File: src/rtl/rtc_bus_sequencer_if.sv
`default_nettype none
// ============================================================================
//  Module      : rtc_bus_sequencer_if
//  Description : Handshake and multiplexed address/data pin bundle between
//                the RTC control FSM / pad buffer and the bus sequencer.
//  Revision    : 1.0 - initial release
// ============================================================================
interface rtc_bus_sequencer_if #(
   parameter int DATA_W = 8
) ();
   logic              start;
   logic              rnw;
   logic [DATA_W-1:0] addr;
   logic [DATA_W-1:0] wdata;
   logic [DATA_W-1:0] ad_in;
   logic [DATA_W-1:0] ad_out;
   logic              en_tri;
   logic              CS;
   logic              RD;
   logic              WR;
   logic              A_D;
   logic              busy;
   logic              done;
   logic [DATA_W-1:0] rdata;

   // Controller / pad side: issues requests, observes pins and results
   modport master (
      output start, rnw, addr, wdata, ad_in,
      input  ad_out, en_tri, CS, RD, WR, A_D, busy, done, rdata
   );

   // Sequencer side
   modport slave (
      input  start, rnw, addr, wdata, ad_in,
      output ad_out, en_tri, CS, RD, WR, A_D, busy, done, rdata
   );
endinterface
`default_nettype wire

File: src/rtl/rtc_bus_sequencer.sv
`default_nettype none
// ============================================================================
//  Module      : rtc_bus_sequencer
//  Description : Parametrised RTC bus-cycle sequencer. Runs an address phase
//                then a data phase (write or read) with programmable setup,
//                strobe, hold and inter-phase gap timing. All pins registered.
//  Revision    : 1.0 - initial release
// ============================================================================
module rtc_bus_sequencer #(
   parameter int DATA_W  = 8,
   parameter int T_SETUP = 1,
   parameter int T_PULSE = 6,
   parameter int T_HOLD  = 2,
   parameter int T_GAP   = 10,
   parameter int CNT_W   = 6
) (
   input  logic                 clk,
   input  logic                 rst,
   rtc_bus_sequencer_if.slave   bus
);

   typedef enum logic [3:0] {
      S_IDLE    = 4'd0,
      S_A_SETUP = 4'd1,
      S_A_PULSE = 4'd2,
      S_A_HOLD  = 4'd3,
      S_GAP     = 4'd4,
      S_D_SETUP = 4'd5,
      S_D_PULSE = 4'd6,
      S_D_HOLD  = 4'd7,
      S_DONE    = 4'd8
   } state_t;

   // Terminal counts: a timed state lasts T cycles, counter runs 0..T-1
   localparam logic [CNT_W-1:0] C_SETUP_LAST = CNT_W'(T_SETUP - 1);
   localparam logic [CNT_W-1:0] C_PULSE_LAST = CNT_W'(T_PULSE - 1);
   localparam logic [CNT_W-1:0] C_HOLD_LAST  = CNT_W'(T_HOLD - 1);
   localparam logic [CNT_W-1:0] C_GAP_LAST   = CNT_W'((T_GAP > 0) ? (T_GAP - 1) : 0);
   localparam logic [CNT_W-1:0] C_CNT_ONE    = CNT_W'(1);
   localparam bit               C_HAS_GAP    = (T_GAP > 0);

   state_t            state_q, state_d;
   logic [CNT_W-1:0]  cnt_q, cnt_d;
   logic              rnw_q, rnw_d;
   logic [DATA_W-1:0] addr_q, addr_d;
   logic [DATA_W-1:0] wdata_q, wdata_d;
   logic [DATA_W-1:0] rdata_q, rdata_d;
   logic [DATA_W-1:0] ad_out_q, ad_out_d;
   logic              en_tri_q, en_tri_d;
   logic              cs_q, cs_d;
   logic              rd_q, rd_d;
   logic              wr_q, wr_d;
   logic              a_d_q, a_d_d;
   logic              busy_q, busy_d;
   logic              done_q, done_d;

   // Next state, counter, request capture, read sampling and Moore pin decode.
   // Pins are decoded from the next state so the registered pins line up
   // with the state register.
   always_comb begin
      state_d = state_q;
      cnt_d   = cnt_q + C_CNT_ONE;
      rnw_d   = rnw_q;
      addr_d  = addr_q;
      wdata_d = wdata_q;
      rdata_d = rdata_q;

      case (state_q)
         S_IDLE: begin
            cnt_d = '0;
            if (bus.start == 1'b1) begin
               state_d = S_A_SETUP;
               rnw_d   = bus.rnw;
               addr_d  = bus.addr;
               wdata_d = bus.wdata;
            end
         end
         S_A_SETUP: begin
            if (cnt_q == C_SETUP_LAST) begin
               state_d = S_A_PULSE;
               cnt_d   = '0;
            end
         end
         S_A_PULSE: begin
            if (cnt_q == C_PULSE_LAST) begin
               state_d = S_A_HOLD;
               cnt_d   = '0;
            end
         end
         S_A_HOLD: begin
            if (cnt_q == C_HOLD_LAST) begin
               state_d = C_HAS_GAP ? S_GAP : S_D_SETUP;
               cnt_d   = '0;
            end
         end
         S_GAP: begin
            if (cnt_q == C_GAP_LAST) begin
               state_d = S_D_SETUP;
               cnt_d   = '0;
            end
         end
         S_D_SETUP: begin
            if (cnt_q == C_SETUP_LAST) begin
               state_d = S_D_PULSE;
               cnt_d   = '0;
            end
         end
         S_D_PULSE: begin
            if (cnt_q == C_PULSE_LAST) begin
               state_d = S_D_HOLD;
               cnt_d   = '0;
               // Sample the bus on the edge that closes the read strobe
               if (rnw_q) begin
                  rdata_d = bus.ad_in;
               end
            end
         end
         S_D_HOLD: begin
            if (cnt_q == C_HOLD_LAST) begin
               state_d = S_DONE;
               cnt_d   = '0;
            end
         end
         S_DONE: begin
            state_d = S_IDLE;
            cnt_d   = '0;
         end
         default: begin
            state_d = S_IDLE;
            cnt_d   = '0;
         end
      endcase

      cs_d     = 1'b1;
      rd_d     = 1'b1;
      wr_d     = 1'b1;
      a_d_d    = 1'b1;
      en_tri_d = 1'b0;
      ad_out_d = ad_out_q;
      busy_d   = (state_d != S_IDLE);
      done_d   = (state_d == S_DONE);

      case (state_d)
         S_A_SETUP, S_A_HOLD, S_A_PULSE: begin
            cs_d     = 1'b0;
            a_d_d    = 1'b0;
            en_tri_d = 1'b1;
            ad_out_d = addr_d;
            wr_d     = (state_d != S_A_PULSE);
         end
         S_D_SETUP, S_D_HOLD, S_D_PULSE: begin
            cs_d = 1'b0;
            if (rnw_d) begin
               // Pad buffer released for the whole read data phase
               rd_d = (state_d != S_D_PULSE);
            end else begin
               en_tri_d = 1'b1;
               ad_out_d = wdata_d;
               wr_d     = (state_d != S_D_PULSE);
            end
         end
         default: begin
         end
      endcase
   end

   // State, counter, captured request and registered pins
   always_ff @(posedge clk) begin
      if (rst) begin
         state_q  <= S_IDLE;
         cnt_q    <= '0;
         rnw_q    <= 1'b0;
         addr_q   <= '0;
         wdata_q  <= '0;
         rdata_q  <= '0;
         ad_out_q <= '0;
         en_tri_q <= 1'b0;
         cs_q     <= 1'b1;
         rd_q     <= 1'b1;
         wr_q     <= 1'b1;
         a_d_q    <= 1'b1;
         busy_q   <= 1'b0;
         done_q   <= 1'b0;
      end else begin
         state_q  <= state_d;
         cnt_q    <= cnt_d;
         rnw_q    <= rnw_d;
         addr_q   <= addr_d;
         wdata_q  <= wdata_d;
         rdata_q  <= rdata_d;
         ad_out_q <= ad_out_d;
         en_tri_q <= en_tri_d;
         cs_q     <= cs_d;
         rd_q     <= rd_d;
         wr_q     <= wr_d;
         a_d_q    <= a_d_d;
         busy_q   <= busy_d;
         done_q   <= done_d;
      end
   end

   assign bus.ad_out = ad_out_q;
   assign bus.en_tri = en_tri_q;
   assign bus.CS     = cs_q;
   assign bus.RD     = rd_q;
   assign bus.WR     = wr_q;
   assign bus.A_D    = a_d_q;
   assign bus.busy   = busy_q;
   assign bus.done   = done_q;
   assign bus.rdata  = rdata_q;

endmodule
`default_nettype wire

File: src/flat_wrapper.sv
// flat-port wrapper written by rule: the top's interface ports become plain ports
module rtc_bus_sequencer_flat 
#(
   parameter int DATA_W  = 8,
   parameter int T_SETUP = 1,
   parameter int T_PULSE = 6,
   parameter int T_HOLD  = 2,
   parameter int T_GAP   = 10,
   parameter int CNT_W   = 6
)
  (clk, rst, bus_start, bus_rnw, bus_addr, bus_wdata, bus_ad_in, bus_ad_out, bus_en_tri, bus_CS, bus_RD, bus_WR, bus_A_D, bus_busy, bus_done, bus_rdata);
  rtc_bus_sequencer_if #(.DATA_W(DATA_W)) bus_i ();
  input  logic clk;
  input  logic rst;
  input wire logic [$bits(bus_i.start)-1:0] bus_start;
  input wire logic [$bits(bus_i.rnw)-1:0] bus_rnw;
  input wire logic [$bits(bus_i.addr)-1:0] bus_addr;
  input wire logic [$bits(bus_i.wdata)-1:0] bus_wdata;
  input wire logic [$bits(bus_i.ad_in)-1:0] bus_ad_in;
  output wire logic [$bits(bus_i.ad_out)-1:0] bus_ad_out;
  output wire logic [$bits(bus_i.en_tri)-1:0] bus_en_tri;
  output wire logic [$bits(bus_i.CS)-1:0] bus_CS;
  output wire logic [$bits(bus_i.RD)-1:0] bus_RD;
  output wire logic [$bits(bus_i.WR)-1:0] bus_WR;
  output wire logic [$bits(bus_i.A_D)-1:0] bus_A_D;
  output wire logic [$bits(bus_i.busy)-1:0] bus_busy;
  output wire logic [$bits(bus_i.done)-1:0] bus_done;
  output wire logic [$bits(bus_i.rdata)-1:0] bus_rdata;
  assign bus_i.start = bus_start;
  assign bus_i.rnw = bus_rnw;
  assign bus_i.addr = bus_addr;
  assign bus_i.wdata = bus_wdata;
  assign bus_i.ad_in = bus_ad_in;
  assign bus_ad_out = bus_i.ad_out;
  assign bus_en_tri = bus_i.en_tri;
  assign bus_CS = bus_i.CS;
  assign bus_RD = bus_i.RD;
  assign bus_WR = bus_i.WR;
  assign bus_A_D = bus_i.A_D;
  assign bus_busy = bus_i.busy;
  assign bus_done = bus_i.done;
  assign bus_rdata = bus_i.rdata;
  rtc_bus_sequencer #(.DATA_W(DATA_W), .T_SETUP(T_SETUP), .T_PULSE(T_PULSE), .T_HOLD(T_HOLD), .T_GAP(T_GAP), .CNT_W(CNT_W)) u_core (.clk(clk), .rst(rst), .bus(bus_i));
endmodule
File: config.mk
export PLATFORM = sky130hd
export DESIGN_NAME = rtc_bus_sequencer_flat
export DESIGN_NICKNAME = d
export VERILOG_FILES = /design/src/rtl/rtc_bus_sequencer_if.sv /design/src/rtl/rtc_bus_sequencer.sv /design/src/flat_wrapper.sv
export SDC_FILE = /design/constraint.sdc
export NUM_CORES = 1
export LEC_CHECK = 0
export CAP_MARGIN = 20
export CORE_AREA = 3 3 57 69
export CTS_BUF_LIST = sky130_fd_sc_hd__clkbuf_8
export DETAILED_ROUTE_END_ITERATION = 6
export DIE_AREA = 0 0 60 72
export DONT_BUFFER_PORTS = 1
export PLACE_DENSITY = 0.78
export SYNTH_ARGS = -nofsm -noshare
export SYNTH_HDL_FRONTEND = slang
export SYNTH_SLANG_ARGS = --single-unit
export TNS_END_PERCENT = 100
File: constraint.sdc
create_clock -name clk -period 3.2 [get_ports clk]
set_clock_uncertainty 0.2 [all_clocks]
set_input_delay 0.32 -clock clk [delete_from_list [all_inputs] [get_ports clk]]
set_output_delay 0.32 -clock clk [all_outputs]
set_load 0.02 [all_outputs]
Yosys cells after proc, flatten, opt, wreduce, memory -nomap -nowiden
Index checks and enable logic that the tools add are counted.

word-level totals
  register bits after elaboration = 50
  bits of input ports = 28
  output and inout bits = 23
  word-level logic and storage cells = 78

operators by class
  $add $sub $neg = 1
  eq/ne operators = 20
  multiplexer cells = 28
  bitwise operators = 2
  reduce and logical (&&, ||, !) cells = 13

operator list
  kind                 number
  $mux 8               5
  $mux 4               8
  $pmux 4 s8           1
  $eq 4x3->1 const B   7
  $mux 6               4
  $pmux 6 s4           1
  $eq 4x2->1 const B   4
  $pmux 8 s2           1
  $reduce_or 3->1      3
  $eq 4x1->1 const B   2
  $add 6x1->6 const B  1
  $eq 6x1->1 const B   1
  $eq 6x3->1 const B   1
  $eq 6x4->1 const B   1
  $logic_not 6->1      1
  $mux 1               6
  $reduce_or 2->1      3
  $reduce_or 6->1      1
  $eq 4x4->1 const B   1
  $logic_not 4->1      1
  $ne 4x2->1 const B   1
  $ne 4x3->1 const B   1
  $pmux 1 s2           2
  $reduce_bool 4->1    1
  other kinds (5)      6

Longest topological paths before layout
  word-level depth = 7
  depth in mapped cells = 8
  mapped depth without buffers = 7

Worst setup path before layout
No wires, ideal clock.

  path kind = register -> register
  start point = register u_core.cnt_q[1]
  end point = register u_core.a_d_q, in the netlist u_core.bus.A_D
  setup time = 0.134 ns
  arrival = 1.958 ns
  required time = 2.866 ns
  path slack = 0.908 ns
  cell stages (with the launch flop) = 9
  path buffers = 1
  period minus slack after synthesis = 2.292 ns
  cell sequence = dfxtp_1 inv_1 ha_1 and3_1 and2_1 or3_1 buf_2 and2_4 or4_1

between the ends
  longest elaborated chain between the ends = 6
  elaborated cells between the ends (all ways) = 17
  classes of those cells = eq/ne: 6; mux: 9; reduce/logical: 2

ends and longest elaborated chain
  element                                          line                                               source
  start: declaration                               rtc_bus_sequencer.sv:43                            logic [CNT_W-1:0] cnt_q, cnt_d;
  start signal: assignment                         rtc_bus_sequencer.sv:186                           cnt_q <= cnt_d;
  $eq 6x1->1 (tied with other cells)               rtc_bus_sequencer.sv:91, rtc_bus_sequencer.sv:119
  $mux 4 (tied with other cells)                   rtc_bus_sequencer.sv:119                           if (cnt_q == C_HOLD_LAST) begin
  $pmux 4 s8 (*)                                   rtc_bus_sequencer.sv:68                            case (state_q)
  $eq 4x1->1 / $eq 4x2->1 (equally long branches)  rtc_bus_sequencer.sv:143                           case (state_d)
  $reduce_or 3->1 (*)                              rtc_bus_sequencer.sv:143
  $mux 1 (*)                                       rtc_bus_sequencer.sv:143
  end signal: assignment                           rtc_bus_sequencer.sv:181                           a_d_q <= 1'b1;
  end signal: assignment                           rtc_bus_sequencer.sv:196                           a_d_q <= a_d_d;
  end: declaration                                 rtc_bus_sequencer.sv:53                            logic a_d_q, a_d_d;

Every way passes the cells marked *; elsewhere a longest branch is shown, timed or not.
A chain may end at the register's enable or synchronous reset.

Worst setup path after layout
  start point = register u_core.cnt_q[1]
  end point = register u_core.ad_out_q[4], in the netlist u_core.bus.ad_out[4]

between the ends
  longest elaborated chain between the ends = 7
  elaborated cells between the ends (all ways) = 24
  classes of those cells = eq/ne: 10; mux: 9; reduce/logical: 5

ends and longest elaborated chain
  element                                                           line                                               source
  $eq 6x1->1 (tied with other cells)                                rtc_bus_sequencer.sv:91, rtc_bus_sequencer.sv:119
  $mux 4 (tied with other cells)                                    rtc_bus_sequencer.sv:119
  $pmux 4 s8 (*)                                                    rtc_bus_sequencer.sv:68
  $eq 4x3->1 (tied with other cells)                                rtc_bus_sequencer.sv:143
  $reduce_or 3->1                                                   rtc_bus_sequencer.sv:143
  $ne 2x2->1 (no line) / $reduce_bool 2->1 (equally long branches)  --
  $reduce_and 2->1 (no line)                                        --
  end signal: assignment                                            rtc_bus_sequencer.sv:191                           ad_out_q <= ad_out_d;
  end: declaration                                                  rtc_bus_sequencer.sv:48                            logic [DATA_W-1:0] ad_out_q, ad_out_d;

Marked as above.

==> key figures <==
Run status
  • Status: complete, no violations

Logic synthesis
  • Mean post-synth cell area: 9.718 um^2
  • Synth Cell Area: 0.002128 mm^2
  • #FFs+latches synth: 50
  • Fraction of registers with async set or reset after synthesis: 0%
  • Cell variety after synth: 52
  • Seq/Total Area, Yosys: 47.03%
  • Main synth FF type: dfxtp_1
  • YS warnings: 0
  • Syn nets: 250
  • Cells after synthesis: 219
  • Post-synth EDFFs: 0

Die
  • Starting Density: 63.76%
  • Die area: 0.004320 mm^2
  • Die Width: 60 um
  • Core area: 0.003338 mm^2
  • Height of the die: 72 um
  • Num rows: 23
  • IO Count: 51

Layout
  • Reg area: 0.001001 mm^2
  • Layout area overhead: 13.99%
  • Fraction of layout cells with a size suffix above 1: 8.974%
  • Nets: 264
  • Area occupied by multi-input gates: 0.001006 mm^2
  • Design area: 0.002426 mm^2
  • Diode count: 0
  • Filler cells: 240

Timing
  • Max-Slew Margin vs Limit: 67.48%
  • Maximum clock frequency: 396.2 MHz
  • Final hold viol count: 0
  • Slew @ Worst Pin: 0.4868 ns
  • Final period util: 78.87%
  • RSZ-0062 raised after global routing: no
  • Fin crit period: 2.524 ns
  • Max Slew Vio Count: 0
  • Total Neg Setup Slack: 0 ns
  • Final setup vio count: 0

Clock network
  • CTS Buf Count: 5
  • Worst skew pair latency: 0.30 ns
  • CTS tree: built
  • Clock Sinks: 50
  • Clk pin slew, worst setup/hold paths: 0.09 ns
  • Root Driver: clkbuf_8
  • H-tree Lvls: 2
  • Post CTS Setup Buffer Count: 0
  • Post-CTS Resized: 0
  • Clock tree buffer depth: 2

Setup path
  • CP Class: register to register
  • Required @ worst endpoint: 3.20 ns
  • Endpoint class of the critical path: register
  • Largest fanout on the critical path: 7
  • Arr. time, crit path: 2.52 ns
  • Critical path launch point type: register

Placed design
  • GPL Wtd Cong: 0.8960
  • Post-DP HPWL: 3032 um
  • # port buffers: 0
  • Placed cell areas: 0.002091 mm^2

GRT
  • GR Util All Layers: 23.48%
  • Largest net degree at the start of global routing: 34
  • Initial antenna violation count: 0
  • First-pass GRT wire length: 7776 um
  • Grt total ovfl: 0
  • Vias in the first global route: 1719

Route
  • Wire per inst: 17.38 um
  • Detailed-router iteration count before antenna repair: 6
  • DRC viols: 0
  • Drt initial violations: 136
  • Total Wirelength: 4710 um
  • DRT antenna net count: 0
  • Vias per cell: 6.199
  • Via count: 1680

Power
  • Total Power: 1.319 mW
  • VDD IR max: 493.8 uV
  • P per Cell Area: 543.7 mW/mm^2
  • Pleak: 1.060 nW

Flow run
  • Max Cap Viol: 0

Min path
  • Worst hold path class: input port to register
registers in the layout (all words and copies together), names as in the netlist, 4 cells and up:
register and count:
u_core.bus.ad_out 8, u_core.state_q 4, u_core.addr_q 8, u_core.bus.rdata 8
u_core.cnt_q 6, u_core.wdata_q 8
placed cells by master (no fill, tap or decap), drive strengths merged, types with 4 or more instances in the layout:
master	instances
a21oi	6
a222oi	6
and3	4
clkbuf	6
dfxtp	50
dlygate4sd3	20
inv	9
mux2i	24
nand2	14
nand3	6
nor2	35
o21ai	5
or4	4
stage by stage:
stage | hold slack [ns] | worst slack [ns] | util, % | std cells
after global routing | 0.02425 | 0.4413 | 72.68 | 271
after CTS | 0.001432 | 0.6808 | 71.93 | 270
final | 0.009089 | 0.6761 | 72.68 | 271
after floorplan | 0.2363 | 0.9082 | - | 219
after detailed placement | 0.1966 | 0.6712 | 62.63 | 242
after global placement | 0.1933 | 0.8373 | 62.63 | 242
synthesized netlist by cell type (all sizes together) (2+ instances only):
cell type,instances,area (um^2)
o21ai,5,28.77
nand2,14,52.55
clkbuf,6,22.52
mux2i,24,240.2
buf,9,68.81
ha,3,37.54
and3,4,26.28
inv,8,30.03
or3,2,12.51
o31ai,2,15.01
or2,3,18.77
a222oi,6,60.06
nand3,6,30.03
and2,2,15.02
xor2,3,26.28
dfxtp,50,1001
a31oi,3,18.77
nor2,35,131.4
or4,4,33.78
nor4,2,33.78
a21oi,6,30.03
o221a,2,22.52
where the power goes:
group	internal [mW]	switching (mW)
Clock	0.230	0.199
Combinational	0.0804	0.0866
Sequential	0.665	0.0574
Total	0.976	0.343
kinds of logic (layout without fill, tap and decap cells):
| family | Yosys count | count (layout) | share of synthesized area, % |
|---|---|---|---|
| compound gates | 36 | 36 | 13.46 |
| xor+xnor | 4 | 4 | 1.646 |
| fa+ha+maj | 3 | 3 | 1.764 |
| buf+inv | 23 | 38 | 5.702 |
| flops | 50 | 50 | 47.03 |
| mux | 25 | 25 | 11.82 |
| simple gates | 78 | 78 | 18.58 |
repair_timing:
item                       CTS  global route
setup endpoints to repair    0             0
hold endpoints to repair    34             0
hold buffers                20             0
final timing paths:
path	slack [ns]	cells after the start	endpoint	from
worst max-delay path	0.68	7	u_core.bus.ad_out[4]$_SDFFE_PP0P_	u_core.cnt_q[1]$_SDFF_PP0_
worst min-delay path	0.009	2	u_core.addr_q[0]$_SDFF_PP0_	bus_addr[0]
worst max register to register	0.68	7	u_core.bus.ad_out[4]$_SDFFE_PP0P_	u_core.cnt_q[1]$_SDFF_PP0_
worst min register to register	0.29	1	u_core.cnt_q[0]$_SDFF_PP0_	u_core.cnt_q[0]$_SDFF_PP0_
cell type report:
type                    count  area share [%]
multi-input cells         146           41.46
inverters                   8           1.238
clock buffers               5           2.837
well taps                  37           1.908
repair buffers             22           9.593
clock inverters             3           1.702
flip-flops and latches     50           41.26
worst max-delay path, stage by stage, from the launching register on:
cell,delay [ns]
dfxtp_1,0.36
inv_1,0.06
ha_1,0.23
and3_1,0.22
and2_1,0.19
or3_1,0.47
a211o_1,0.40
a222oi_1,0.29
per-layer routing:
metal	GRT usage (%)	share of wire (%)	vias to the layer above
li1	-	-	801
met1	26.42	38	812
met2	41.59	55	55
met3	6.050	5.7	12
met4	8.621	2.0	0
met5	0	0	-
No activity file was read; power rests on OpenSTA's default activity.
